**src/rtl/cd_tx_loader_pkg.sv**
```systemverilog
// -----------------------------------------------------------------------------
// cd_tx_loader_pkg
// Shared definitions for the CDBUS TX loader:
//   - state_t        : sequencer states
//   - ERR_*          : err_code values reported with frame_err
//   - DEF_*          : default CSR addresses, INT_FLAG bit indices, TX_CTRL
//                      command values, frame length limit and timeout
//   - sat_inc16()    : saturating 16-bit increment used by the statistics
// -----------------------------------------------------------------------------
package cd_tx_loader_pkg;

  typedef enum logic [2:0] {
    IDLE     = 3'd0,
    POLL_BUF = 3'd1,
    LOAD     = 3'd2,
    DROP     = 3'd3,
    SWITCH   = 3'd4,
    POLL_TX  = 3'd5
  } state_t;

  localparam logic [1:0] ERR_NONE = 2'd0;
  localparam logic [1:0] ERR_LEN  = 2'd1;  // frame longer than MAX_LEN
  localparam logic [1:0] ERR_TX   = 2'd2;  // core reported a TX error
  localparam logic [1:0] ERR_TMO  = 2'd3;  // no completion within TIMEOUT

  localparam logic [4:0] DEF_ADDR_INT_FLAG = 5'h10;
  localparam logic [4:0] DEF_ADDR_TX       = 5'h15;
  localparam logic [4:0] DEF_ADDR_TX_CTRL  = 5'h17;

  localparam int DEF_BIT_BUF_CLEAN = 5;
  localparam int DEF_BIT_TX_ERR    = 7;

  localparam logic [7:0] DEF_CTRL_SWITCH = 8'h02;
  localparam logic [7:0] DEF_CTRL_ABORT  = 8'h04;

  localparam int          DEF_MAX_LEN = 256;
  localparam logic [19:0] DEF_TIMEOUT = 20'd1000000;

  function automatic logic [15:0] sat_inc16(input logic [15:0] value);
    return (value == 16'hFFFF) ? value : value + 16'd1;
  endfunction

endpackage

```
**src/rtl/cd_csr_poller.sv**
```systemverilog
// -----------------------------------------------------------------------------
// cd_csr_poller
// Issues single-cycle CSR reads while poll_req is high and flags the cycle in
// which the read data is valid. Reads are spaced two cycles apart: one cycle
// with csr_read high, one cycle in which csr_readdata is presented and the
// owner decides whether another read is needed.
//
// Ports:
//   clk, reset     clock, asynchronous active-high reset
//   poll_req       owner wants (another) read; must already be low in the
//                  sample cycle if the owner is about to stop polling
//   csr_readdata   read data from the core, valid the cycle after csr_read
//   rd_issue       a read is launched at the coming edge (owner uses it to
//                  steer its registered address)
//   csr_read       registered read strobe to the core
//   sample_valid   sample_flags holds the response to the last read
//   sample_flags   response byte (pass-through of csr_readdata)
// -----------------------------------------------------------------------------
module cd_csr_poller (
  input  logic       clk,
  input  logic       reset,
  input  logic       poll_req,
  input  logic [7:0] csr_readdata,
  output logic       rd_issue,
  output logic       csr_read,
  output logic       sample_valid,
  output logic [7:0] sample_flags
);

  logic rd_reg;    // read strobe currently on the bus
  logic wait_reg;  // response to the previous read is on csr_readdata

  // Never launch in the cycle the strobe is already high, which yields the
  // read / sample / read / sample cadence.
  assign rd_issue = poll_req && !rd_reg;

  always_ff @(posedge clk or posedge reset) begin
    if (reset) begin
      rd_reg   <= 1'b0;
      wait_reg <= 1'b0;
    end else begin
      rd_reg   <= rd_issue;
      wait_reg <= rd_reg;
    end
  end

  // The response is consumed in the cycle it is valid so that the owner's
  // registered decision lands on the very next edge; registering it here
  // would stretch each poll to three cycles.
  assign csr_read     = rd_reg;
  assign sample_valid = wait_reg;
  assign sample_flags = csr_readdata;

endmodule

```
**src/rtl/cd_tx_loader.sv**
```systemverilog
// -----------------------------------------------------------------------------
// cd_tx_loader
// Autonomous TX sequencer: takes frames from a byte stream and loads them into
// the CDBUS core through its 8-bit CSR port. For each frame it polls INT_FLAG
// until a TX buffer is clean, writes the bytes to the TX data port, commits
// with a switch command and then polls for completion under a timeout.
// Overlength frames are drained and aborted.
//
// Build option: define CD_TX_LOADER_STATS_EN to build saturating frame
// counters behind stat_ok / stat_err; otherwise both ports read 0.
//
// Ports:
//   clk, reset                      clock, asynchronous active-high reset
//   s_data, s_valid, s_last,        frame byte stream; a byte is taken when
//   s_ready                         s_valid && s_ready
//   csr_address, csr_read,          registered CSR master towards the core;
//   csr_write, csr_writedata        read data returns on csr_readdata one
//   csr_readdata                    cycle after csr_read
//   busy                            sequencer not idle
//   frame_done                      1-cycle pulse, frame committed and sent
//   frame_err                       1-cycle pulse, frame failed
//   err_code                        cause of the last frame_err (held)
//   stat_ok, stat_err               completed / failed frame counters
//
// TIMEOUT must be at least 1.
// -----------------------------------------------------------------------------
module cd_tx_loader
  import cd_tx_loader_pkg::*;
#(
  parameter logic [4:0]  ADDR_INT_FLAG = DEF_ADDR_INT_FLAG,
  parameter logic [4:0]  ADDR_TX       = DEF_ADDR_TX,
  parameter logic [4:0]  ADDR_TX_CTRL  = DEF_ADDR_TX_CTRL,
  parameter int          BIT_BUF_CLEAN = DEF_BIT_BUF_CLEAN,
  parameter int          BIT_TX_ERR    = DEF_BIT_TX_ERR,
  parameter logic [7:0]  CTRL_SWITCH   = DEF_CTRL_SWITCH,
  parameter logic [7:0]  CTRL_ABORT    = DEF_CTRL_ABORT,
  parameter int          MAX_LEN       = DEF_MAX_LEN,
  parameter logic [19:0] TIMEOUT       = DEF_TIMEOUT
) (
  input  logic        clk,
  input  logic        reset,
  input  logic [7:0]  s_data,
  input  logic        s_valid,
  input  logic        s_last,
  output logic        s_ready,
  output logic [4:0]  csr_address,
  output logic        csr_read,
  input  logic [7:0]  csr_readdata,
  output logic        csr_write,
  output logic [7:0]  csr_writedata,
  output logic        busy,
  output logic        frame_done,
  output logic        frame_err,
  output logic [1:0]  err_code,
  output logic [15:0] stat_ok,
  output logic [15:0] stat_err
);

  localparam logic [8:0] MAX_LEN_L = 9'(MAX_LEN);

  state_t      state_reg;
  logic [8:0]  len_reg;
  logic [19:0] timer_reg;
  logic        s_ready_reg;
  logic        busy_reg;
  logic [4:0]  csr_address_reg;
  logic        csr_write_reg;
  logic [7:0]  csr_writedata_reg;
  logic        frame_done_reg;
  logic        frame_err_reg;
  logic [1:0]  err_code_reg;

  logic        poll_req;
  logic        rd_issue;
  logic        sample_valid;
  logic [7:0]  sample_flags;
  logic        accept;
  logic        buf_clean;
  logic        tx_err;
  logic        tmo_hit;

  // Only BUF_CLEAN and TX_ERR matter; the other INT_FLAG bits are ignored.
  logic        unused_flag_bits;
  assign unused_flag_bits = ^sample_flags;

  assign accept    = s_valid && s_ready_reg;
  assign buf_clean = sample_valid && sample_flags[BIT_BUF_CLEAN];
  assign tx_err    = sample_valid && sample_flags[BIT_TX_ERR];
  // The timer would hit zero with this cycle's decrement.
  assign tmo_hit   = (timer_reg == 20'd1);

  // Keep polling unless this cycle's sample (or the timer) ends the poll, so
  // no stray read follows the decision.
  always_comb begin
    poll_req = 1'b0;
    case (state_reg)
      POLL_BUF: poll_req = !buf_clean;
      POLL_TX:  poll_req = !(tx_err || buf_clean) && !tmo_hit;
      default:  poll_req = 1'b0;
    endcase
  end

  cd_csr_poller u_poller (
    .clk          (clk),
    .reset        (reset),
    .poll_req     (poll_req),
    .csr_readdata (csr_readdata),
    .rd_issue     (rd_issue),
    .csr_read     (csr_read),
    .sample_valid (sample_valid),
    .sample_flags (sample_flags)
  );

  always_ff @(posedge clk or posedge reset) begin
    if (reset) begin
      state_reg         <= IDLE;
      len_reg           <= '0;
      timer_reg         <= '0;
      s_ready_reg       <= 1'b0;
      busy_reg          <= 1'b0;
      csr_address_reg   <= '0;
      csr_write_reg     <= 1'b0;
      csr_writedata_reg <= '0;
      frame_done_reg    <= 1'b0;
      frame_err_reg     <= 1'b0;
      err_code_reg      <= ERR_NONE;
    end else begin
      // Single-cycle defaults; the bus idles at address 0 between accesses.
      csr_write_reg     <= 1'b0;
      csr_writedata_reg <= '0;
      csr_address_reg   <= rd_issue ? ADDR_INT_FLAG : 5'd0;
      frame_done_reg    <= 1'b0;
      frame_err_reg     <= 1'b0;

      case (state_reg)
        IDLE: begin
          if (s_valid) begin
            state_reg <= POLL_BUF;
            busy_reg  <= 1'b1;
          end
        end

        POLL_BUF: begin
          if (buf_clean) begin
            state_reg   <= LOAD;
            s_ready_reg <= 1'b1;
            len_reg     <= '0;
          end
        end

        LOAD: begin
          if (accept) begin
            if (len_reg == MAX_LEN_L) begin
              // Overlength: this byte is not written. If it also ends the
              // frame there is nothing left to drain.
              if (s_last) begin
                csr_write_reg     <= 1'b1;
                csr_address_reg   <= ADDR_TX_CTRL;
                csr_writedata_reg <= CTRL_ABORT;
                frame_err_reg     <= 1'b1;
                err_code_reg      <= ERR_LEN;
                s_ready_reg       <= 1'b0;
                busy_reg          <= 1'b0;
                state_reg         <= IDLE;
              end else begin
                state_reg <= DROP;
              end
            end else begin
              csr_write_reg     <= 1'b1;
              csr_address_reg   <= ADDR_TX;
              csr_writedata_reg <= s_data;
              len_reg           <= len_reg + 9'd1;
              if (s_last) begin
                s_ready_reg <= 1'b0;
                state_reg   <= SWITCH;
              end
            end
          end
        end

        DROP: begin
          if (accept && s_last) begin
            csr_write_reg     <= 1'b1;
            csr_address_reg   <= ADDR_TX_CTRL;
            csr_writedata_reg <= CTRL_ABORT;
            frame_err_reg     <= 1'b1;
            err_code_reg      <= ERR_LEN;
            s_ready_reg       <= 1'b0;
            busy_reg          <= 1'b0;
            state_reg         <= IDLE;
          end
        end

        SWITCH: begin
          csr_write_reg     <= 1'b1;
          csr_address_reg   <= ADDR_TX_CTRL;
          csr_writedata_reg <= CTRL_SWITCH;
          timer_reg         <= TIMEOUT;
          state_reg         <= POLL_TX;
        end

        POLL_TX: begin
          // Error wins over a simultaneous clean flag; a real sample wins
          // over the timeout in the same cycle.
          if (tx_err) begin
            csr_write_reg     <= 1'b1;
            csr_address_reg   <= ADDR_TX_CTRL;
            csr_writedata_reg <= CTRL_ABORT;
            frame_err_reg     <= 1'b1;
            err_code_reg      <= ERR_TX;
            busy_reg          <= 1'b0;
            state_reg         <= IDLE;
          end else if (buf_clean) begin
            frame_done_reg <= 1'b1;
            busy_reg       <= 1'b0;
            state_reg      <= IDLE;
          end else if (tmo_hit) begin
            csr_write_reg     <= 1'b1;
            csr_address_reg   <= ADDR_TX_CTRL;
            csr_writedata_reg <= CTRL_ABORT;
            frame_err_reg     <= 1'b1;
            err_code_reg      <= ERR_TMO;
            timer_reg         <= '0;
            busy_reg          <= 1'b0;
            state_reg         <= IDLE;
          end else begin
            timer_reg <= timer_reg - 20'd1;
          end
        end

        default: begin
          state_reg   <= IDLE;
          s_ready_reg <= 1'b0;
          busy_reg    <= 1'b0;
        end
      endcase
    end
  end

  assign s_ready       = s_ready_reg;
  assign busy          = busy_reg;
  assign csr_address   = csr_address_reg;
  assign csr_write     = csr_write_reg;
  assign csr_writedata = csr_writedata_reg;
  assign frame_done    = frame_done_reg;
  assign frame_err     = frame_err_reg;
  assign err_code      = err_code_reg;

`ifdef CD_TX_LOADER_STATS_EN
  // Index 0 counts completed frames, index 1 failed frames.
  logic [1:0] stat_inc;
  assign stat_inc = {frame_err_reg, frame_done_reg};

  genvar gi;
  for (gi = 0; gi < 2; gi++) begin : g_stat
    logic [15:0] cnt_reg;
    always_ff @(posedge clk or posedge reset) begin
      if (reset) begin
        cnt_reg <= '0;
      end else if (stat_inc[gi]) begin
        cnt_reg <= sat_inc16(cnt_reg);
      end
    end
  end

  assign stat_ok  = g_stat[0].cnt_reg;
  assign stat_err = g_stat[1].cnt_reg;
`else
  assign stat_ok  = 16'd0;
  assign stat_err = 16'd0;
`endif

endmodule

```
**config.mk**
```make
export PLATFORM = sky130hd
export DESIGN_NAME = cd_tx_loader
export DESIGN_NICKNAME = d
export VERILOG_FILES = /design/src/rtl/cd_tx_loader_pkg.sv /design/src/rtl/cd_csr_poller.sv /design/src/rtl/cd_tx_loader.sv
export SDC_FILE = /design/constraint.sdc
export NUM_CORES = 1
export LEC_CHECK = 0
export BUFFER_PORTS_ARGS = -buffer_cell sky130_fd_sc_hd__buf_2
export CAP_MARGIN = 15
export CELL_PAD_IN_SITES_DETAIL_PLACEMENT = 0
export CELL_PAD_IN_SITES_GLOBAL_PLACEMENT = 1
export CORE_UTILIZATION = 40
export CTS_CLUSTER_DIAMETER = 50
export CTS_CLUSTER_SIZE = 16
export DETAILED_ROUTE_END_ITERATION = 10
export GPL_TIMING_DRIVEN = 0
export PLACE_DENSITY = 0.89
export SETUP_SLACK_MARGIN = 0.5
export SLEW_MARGIN = 30
export SYNTH_ARGS = -nofsm -noshare
export SYNTH_HDL_FRONTEND = slang
export SYNTH_HIERARCHICAL = 1
export SYNTH_SLANG_ARGS = --single-unit
```
**constraint.sdc**
```tcl
create_clock -name clk -period 2.5 [get_ports clk]
set_input_delay 0.5 -clock clk [delete_from_list [all_inputs] [get_ports clk]]
set_output_delay 0.5 -clock clk [all_outputs]
set_load 0.02 [all_outputs]
```
==> results of run 1 <==
-- layer usage --
metal	global-route usage	vias to the layer above	part of all wire
li1	-	1271	-
met3	0.03864	24	0.035
met5	0	-	0
met4	0.05718	0	0.022
met2	0.3073	71	0.51
met1	0.2557	1272	0.43
-- path summary, 6_finish.rpt --
check / endpoint / from / cells past startpoint
worst max-delay path: csr_address[4] / timer_reg[9] / 9
worst min-delay path: u_poller/sample_valid / reset / 2
worst max register to register: csr_address[4] / timer_reg[9] / 9
worst min register to register: u_poller/sample_valid / u_poller/csr_read / 0
max in group asynchronous: timer_reg[9] / reset / 2
min in group clk: frame_done / csr_readdata[7] / 2
-- timing repair --
item / CTS / global route
pin swaps: 14 / 28
endpoints found under the setup margin: 43 / 42
buffers inserted: 21 / 6
gates cloned: 1 / 0
gates resized for setup: 32 / 50
-- critical path, cell delays in order (launching register included) --
cell and delay [ns]:
dfrtp_2 0.46, or4_4 0.54, nor3_4 0.19, buf_6 0.15, and3_4 0.18, buf_8 0.10, a21boi_2 0.04, nor2b_4 0.14
a21oi_2 0.10, o211ai_1 0.10
-- power breakdown --
group / leakage (nW) / internal [mW] / switching (mW)
Clock: 0.0614 / 0.328 / 0.297
Combinational: 1.22 / 0.0468 / 0.0793
Sequential: 0.673 / 0.842 / 0.00120
-- area by class of cell --
class	count	area share
sequential	52	0.3210
inverter	11	0.01078
clock inverter	2	0.009550
buffer	46	0.08287
tap	99	0.03050
timing repair buffer	59	0.09735
clock buffer	6	0.02033
multi-input combinational	236	0.4276
-- metrics by stage --
step / setup slack [ns] / util / std cells / hold slack (ns) / area [sq um]
2_1_floorplan: 0.4269 / - / 345 / 0.2412 / 3103
3_3_place_gp: 0.1295 / 0.4688 / 475 / 0.3576 / 3382
3_5_place_dp: 0.1932 / 0.4691 / 475 / 0.3856 / 3385
4_1_cts: 0.3756 / 0.5269 / 505 / 0.05644 / 3801
5_1_grt: 0.2990 / 0.5630 / 511 / 0.05105 / 4061
6_report: 0.3823 / 0.5630 / 511 / 0.04982 / 4061
==> flow_summary.ini, run 1 <==
[run_status]
status = finished, final reports clean

[critical_path]
critical_path_arrival_ns = 2.31
cp_data_required_time_ns = 2.69
r2r_slack_ns = 0.38
crit_fanout = 4
cp-end-kind = register
critical_path_class = register to register
crit_path_start_kind = register

[layout]
ff_latch_area_sq_um = 1304
most_used_cells_in_the_layout_excluding_fill_and_tap_cells = buf_4, dfrtp_1, conb_1, buf_2, nand2_1
multiInputGateArea_sq_um = 1737
antenna_cells = 0
commonest_non_fill_non_tap_cell_in_the_layout = buf_4
num-nets-final = 435
final_layout_size_suffix_gt1_frac = 0.4005
max_reg_flops = 20
fillerInstances = 668
post_synthesis_to_final_layout_area_growth_pct = 37.08

[timing]
timing.final.crit_period_ns = 2.118
slew-limit-headroom = 0.5860
timing.final.max_slew_violations = 0
fmax_ghz = 0.4722
tightestPinTransition_ns = 0.6210
final-setup-viol-count = 0
fin_worst_skew_ns = 0.01197
timing.setup.tns_ns = 0
grt_setup_unrepaired = yes
final_min_period_over_clock_period = 0.8471
finalHoldViolations = 0

[cts]
cts_tree = yes
clkLatencyLatePin_ns = 0.32
cts_inserted_buffers = 5
cts_max_level = 2
cts.sinks = 52
clk_path_buf_depth = 2
cts.hold.buffers_added = 0
cts.clk_slew.worst_paths_ns = 0.10
cts_root_buffer = clkbuf_8

[flow_run]
maxCapViolations = 0

[global_routing]
total_routing_usage_gr = 0.1892
first_global_vias = 2386
global_route_wire_length_before_repair_um = 11430
grt_max_degree = 51
initial_antenna_violation_count = 0
grt_overflow = 0

[min_path]
holdCritPathClass = input port to async pin

[floorplan]
die-area_sq_um = 7755
die-width_um = 88.07
chipHeight_um = 88.07
io-pin-count = 73
placementRows = 31
floorplan.initialDensity = 0.4107
core_area_sq_um = 7214

[routing]
route.antenna.remaining_nets = 0
drcViolationCount = 0
wl_um = 7319
avgViaCountPerCell = 5.162
route.vias.total = 2638
detail_route.first_pass.iterations = 5
routed_wire_length_per_instance_um = 14.32
drt_first_iter_violations = 120

[pwr]
power_density_nw_per_um2 = 392.6
power_leakage_nw = 1.954
ir_drop_mv = 0.2168
p_total_mw = 1.595

[placed_design]
port_buffers = 31
global_placement_routability_congestion = 0.8210
detailed_place_hpwl_um = 4580

[synthesis]
area_of_the_mapped_netlist_sq_um = 2963
post_synth.cell_area_avg_sq_um = 9.466
yosys_warnings = 6
syn_inst = 313
(Power assumes the default switching activity.)
==> run 2, diff against run 1 <==
==> constraint.sdc (replaced) <==
create_clock -name clk -period 2.05 [get_ports clk]
set_input_delay 0.41 -clock clk [delete_from_list [all_inputs] [get_ports clk]]
set_output_delay 0.41 -clock clk [all_outputs]
set_load 0.02 [all_outputs]
==> flow_summary.ini, run 2 (same netlist as run 1, synthesis figures left out) <==
[run_status]
status = complete, but fails checks
violated_checks = setup timing

[global_routing]
first_global_vias = 2484
layer_with_the_highest_usage = met2
grt_overflow = 0
globalRouteMet2Util = 0.3228
total_routing_usage_gr = 0.1958
grt_use_met3 = 0.03676
global_route_wire_length_before_repair_um = 11740
grt_max_degree = 20
grt.met1_usage = 0.2567
initial_antenna_violation_count = 0

[routing]
route.antenna.remaining_nets = 0
wl_um = 7180
routed_wire_length_per_instance_um = 13.91
drcViolationCount = 0
drt_first_iter_violations = 171
detail_route.first_pass.iterations = 4
avgViaCountPerCell = 5.161
route.vias.total = 2663

[critical_path]
crit_fanout = 5
critical_path_class = register to register
critPathTopFamily = simple AND/OR/NAND/NOR gates
crit_path_start_kind = register
slowest_stage = or4_4
worstPathCellList = or4_4, nor3_4, buf_4, a31o_4, o211a_1, mux2_4
cp_slowest_stage_delay_ns = 0.58
worstPathBufferInverterCount = 1
critical_path_arrival_ns = 2.38
cp-end-kind = register
cp_data_required_time_ns = 2.24

[pwr]
p_total_mw = 1.800
ir_drop_mv = 0.3898
power_leakage_nw = 1.991
power_density_nw_per_um2 = 436.9

[timing]
timing.final.max_slew_violations = 0
final_min_period_over_clock_period = 1.069
final_critical_path_setup_slack_ns = -0.1409
slew-limit-headroom = 0.6512
finalHoldViolations = 0
grt_setup_unrepaired = yes
timing.setup.tns_ns = -0.8944
fmax_ghz = 0.4564
fin_worst_skew_ns = 0.01218
final-setup-viol-count = 17
worst_hold_slack_ns = 0.3074
tightestPinTransition_ns = 0.5232
timing.final.crit_period_ns = 2.191

[floorplan]
floorplan.initialDensity = 0.4107
chipHeight_um = 88.07
core_area_sq_um = 7214
io-pin-count = 73
die-area_sq_um = 7755
placementRows = 31
die-width_um = 88.07

[placed_design]
port_buffers = 31
global_placement_routability_congestion = 0.8814
detailed_place_hpwl_um = 4766
dp_worst_setup_slack_ns = -0.2515

[cts]
cts_tree = yes
cts_inserted_buffers = 5
cts.sinks = 52
cts_root_buffer = clkbuf_8
cts.clk_slew.worst_paths_ns = 0.10
clk_path_buf_depth = 2
cts_max_level = 2
clkLatencyLatePin_ns = 0.31

[min_path]
holdCritPathClass = input port to register

[layout]
commonest_non_fill_non_tap_cell_in_the_layout = buf_4
finalCoreUtilization = 0.5709
final_layout_size_suffix_gt1_frac = 0.4125
num-nets-final = 440
antenna_cells = 0
most_used_cells_in_the_layout_excluding_fill_and_tap_cells = buf_4, dfrtp_1, conb_1, buf_2, nand2_1
post_synthesis_to_final_layout_area_growth_pct = 39.02
max_reg_flops = 20

[flow_run]
maxCapViolations = 0
[run 2: changes by cell type in the layout (fill, tap and decap cells not counted), sizes merged]
cell and change:
inv -1, clkinv -1, clkinvlp +1, dlygate4sd3 +1, buf +6, bufinv -1
[run 2: area by class of cell]
cell class	count	area [sq um]
clock buffer	8	90.09
tap	99	123.9
sequential	52	1303
timing repair buffer	64	499.2
inverter	11	45.04
buffer	46	350.3
multi-input combinational	236	1708
fill	619	3095
[run 2: where the power goes]
group	switching (mW)	leakage, nW	internal, mW	total, mW
combinational	0.0993	1.27	0.0692	0.168
sequential	0.00120	0.675	1.03	1.03
clock	0.327	0.0455	0.276	0.603
[run 2: layer usage]
metal / wire [um] / up-vias
met4: 82 / 0
met3: 304 / 9
met2: 3576 / 72
li1: - / 1278
met5: 0 / -
met1: 3217 / 1304
[run 2: worst paths after layout]
| check | start | end | slack [ns] | cells past startpoint |
|---|---|---|---|---|
| worst max register to register | timer_reg[11] | busy | -0.14 | 6 |
| worst max-delay path | timer_reg[11] | busy | -0.14 | 6 |
| max in group asynchronous | reset | s_ready | 0.79 | 5 |
| worst min register to register | u_poller/csr_read | u_poller/sample_valid | 0.49 | 0 |
| worst min-delay path | s_data[1] | csr_writedata[1] | 0.31 | 3 |
| min in group asynchronous | reset | u_poller/csr_read | 0.53 | 3 |
[run 2: repair_timing]
item	CTS	global route
buffers inserted	12	16
gates resized for setup	47	36
hold endpoints to repair	2	0
endpoints found under the setup margin	50	49
pin swaps	23	20
hold buffers	1	0
gates cloned	2	0
[run 2: through the flow]
| step | instance area, sq um | std cells |
|---|---|---|
| after floorplan | 3136 | 345 |
| after global placement | 3415 | 475 |
| after detailed placement | 3470 | 477 |
| after CTS | 3857 | 500 |
| after global routing | 4119 | 516 |
| final | 4119 | 516 |
[run 2: worst reg2reg max path: stages, from the launching register on]
cell and delay (ns):
dfrtp_1 0.40, or4_4 0.58, nor3_4 0.30, buf_4 0.17, a31o_4 0.16, o211a_1 0.16, mux2_4 0.30
==> run 3, diff against run 2 <==
--- a/config.mk
+++ b/config.mk
@@ -8,8 +8,9 @@
 export BUFFER_PORTS_ARGS = -buffer_cell sky130_fd_sc_hd__buf_2
 export CAP_MARGIN = 15
 export CELL_PAD_IN_SITES_DETAIL_PLACEMENT = 0
-export CELL_PAD_IN_SITES_GLOBAL_PLACEMENT = 1
-export CORE_UTILIZATION = 40
+export CELL_PAD_IN_SITES_GLOBAL_PLACEMENT = 2
+export CORE_MARGIN = 1
+export CORE_UTILIZATION = 32
 export CTS_CLUSTER_DIAMETER = 50
 export CTS_CLUSTER_SIZE = 16
 export DETAILED_ROUTE_END_ITERATION = 10
==> flow_summary.ini, run 3 (same netlist as run 1, synthesis figures left out) <==
[global_routing]
layer_with_the_highest_usage = met2
global_route_wire_length_before_repair_um = 12800
initial_antenna_violation_count = 0
grt_use_met3 = 0.03293
grt_overflow = 0
first_global_vias = 2590
globalRouteMet2Util = 0.2763
grt_max_degree = 20
grt.met1_usage = 0.2198
total_routing_usage_gr = 0.1641

[critical_path]
cp-end-kind = register
crit_fanout = 5
cp_data_required_time_ns = 2.30
critical_path_arrival_ns = 2.43
crit_path_start_kind = register
critical_path_class = register to register

[routing]
route.vias.total = 2662
avgViaCountPerCell = 5.042
routed_wire_length_per_instance_um = 14.58
route.antenna.remaining_nets = 0
wl_um = 7697
drt_first_iter_violations = 142
detail_route.first_pass.iterations = 7
drcViolationCount = 2

[layout]
commonest_non_fill_non_tap_cell_in_the_layout = buf_4
max_reg_flops = 20
num-nets-final = 443
final_layout_size_suffix_gt1_frac = 0.4595
fillerInstances = 819
post_synthesis_to_final_layout_area_growth_pct = 45.99
multiInputGateArea_sq_um = 1844
most_used_cells_in_the_layout_excluding_fill_and_tap_cells = buf_4, dfrtp_1, buf_2, conb_1, nand2_1
antenna_cells = 0
finalCoreUtilization = 0.4888
ff_latch_area_sq_um = 1304

[min_path]
holdCritPathClass = input port to register

[cts]
clk_path_buf_depth = 2
cts_inserted_buffers = 5
cts_tree = yes
cts_max_level = 2
cts.clk_slew.worst_paths_ns = 0.11
clkLatencyLatePin_ns = 0.31
cts.sinks = 52
cts_root_buffer = clkbuf_8

[pwr]
power_leakage_nw = 2.030
ir_drop_mv = 0.2984
power_density_nw_per_um2 = 422.9

[floorplan]
die-width_um = 98.23
placementRows = 34
chipHeight_um = 98.23
floorplan.initialDensity = 0.3348
die-area_sq_um = 9648
io-pin-count = 73
core_area_sq_um = 8848

[timing]
final_critical_path_setup_slack_ns = -0.1347
finalHoldViolations = 0
slew-limit-headroom = 0.6212
final-setup-viol-count = 10
timing.final.crit_period_ns = 2.185
fmax_ghz = 0.4577
grt_setup_unrepaired = yes
timing.final.max_slew_violations = 0
fin_worst_skew_ns = 0.01546
tightestPinTransition_ns = 0.5682
final_min_period_over_clock_period = 1.066

[placed_design]
port_buffers = 31
global_placement_routability_congestion = 0.7878
detailed_place_hpwl_um = 5074
dp_worst_setup_slack_ns = -0.2665

[run_status]
status = complete, but fails checks
violated_checks = DRC, setup timing

[flow_run]
maxCapViolations = 0
[run 3: cell types whose count changed in the layout (fill, tap and decap cells not counted), sizes merged]
cell / change
buf: +3
clkbuf: -2
clkinvlp: +2
[run 3: final cells by class]
class                           count  share of cell area
Buffer                             46             0.08100
Clock buffer                        6             0.01909
Clock inverter                      2            0.003471
Inverter                           11             0.01041
Multi-Input combinational cell    236              0.4264
Sequential cell                    52              0.3014
Tap cell                          108             0.03124
Timing Repair Buffer               67              0.1270
[run 3: worst paths after layout]
path                       depth (start not counted)  slack [ns]               endpoint               from
max in group asynchronous                          5        0.78             len_reg[3]              reset
min in group asynchronous                          3        0.49  u_poller/sample_valid              reset
max                                                5       -0.13          timer_reg[13]      timer_reg[10]
max reg2reg                                        5       -0.13          timer_reg[13]      timer_reg[10]
min reg2reg                                        0        0.47  u_poller/sample_valid  u_poller/csr_read
min                                                2        0.32             frame_done    csr_readdata[7]
[run 3: layer usage]
layer / vias up / part of all wire
li1: 1287 / -
met1: 1309 / 0.45
met2: 61 / 0.50
met3: 5 / 0.041
met4: 0 / 0.0053
met5: - / 0
[run 3: critical path, stage by stage (launching register included)]
cell and delay, ns:
dfrtp_1 0.40, or4_4 0.57, buf_6 0.14, or4b_4 0.52, or4_1 0.41, o21ai_1 0.08
[run 3: through the flow]
step / total power [mW] / cells / cell area [sq um] / setup TNS [ns] / hold WS [ns]
after floorplan: 1.176 / 345 / 3136 / -0.02699 / 0.1512
final: 1.829 / 528 / 4325 / -0.2692 / 0.3156
after CTS: 1.853 / 524 / 4195 / -0.3238 / 0.3068
after global routing: 1.908 / 528 / 4325 / -1.570 / 0.3087
after global placement: 1.200 / 484 / 3426 / -3.829 / 0.2919
after detailed placement: 1.214 / 486 / 3481 / -3.985 / 0.2940
[run 3: what timing repair did]
action                                 CTS  global route
resized for setup                       85            29
hold buffers                             1             0
pin swaps                               39            20
gates cloned                             2             0
endpoints found under the hold margin    2             0
setup endpoints to repair               49            49
buffers inserted                        27             4
[run 3: power breakdown]
| part | total (mW) | internal (mW) | switching, mW | leakage [nW] |
|---|---|---|---|---|
| registers | 1.03 | 1.03 | 0.00116 | 0.673 |
| clock network | 0.632 | 0.274 | 0.357 | 0.0434 |
| logic | 0.170 | 0.0692 | 0.100 | 1.31 |
| total | 1.83 | 1.37 | 0.459 | 2.03 |
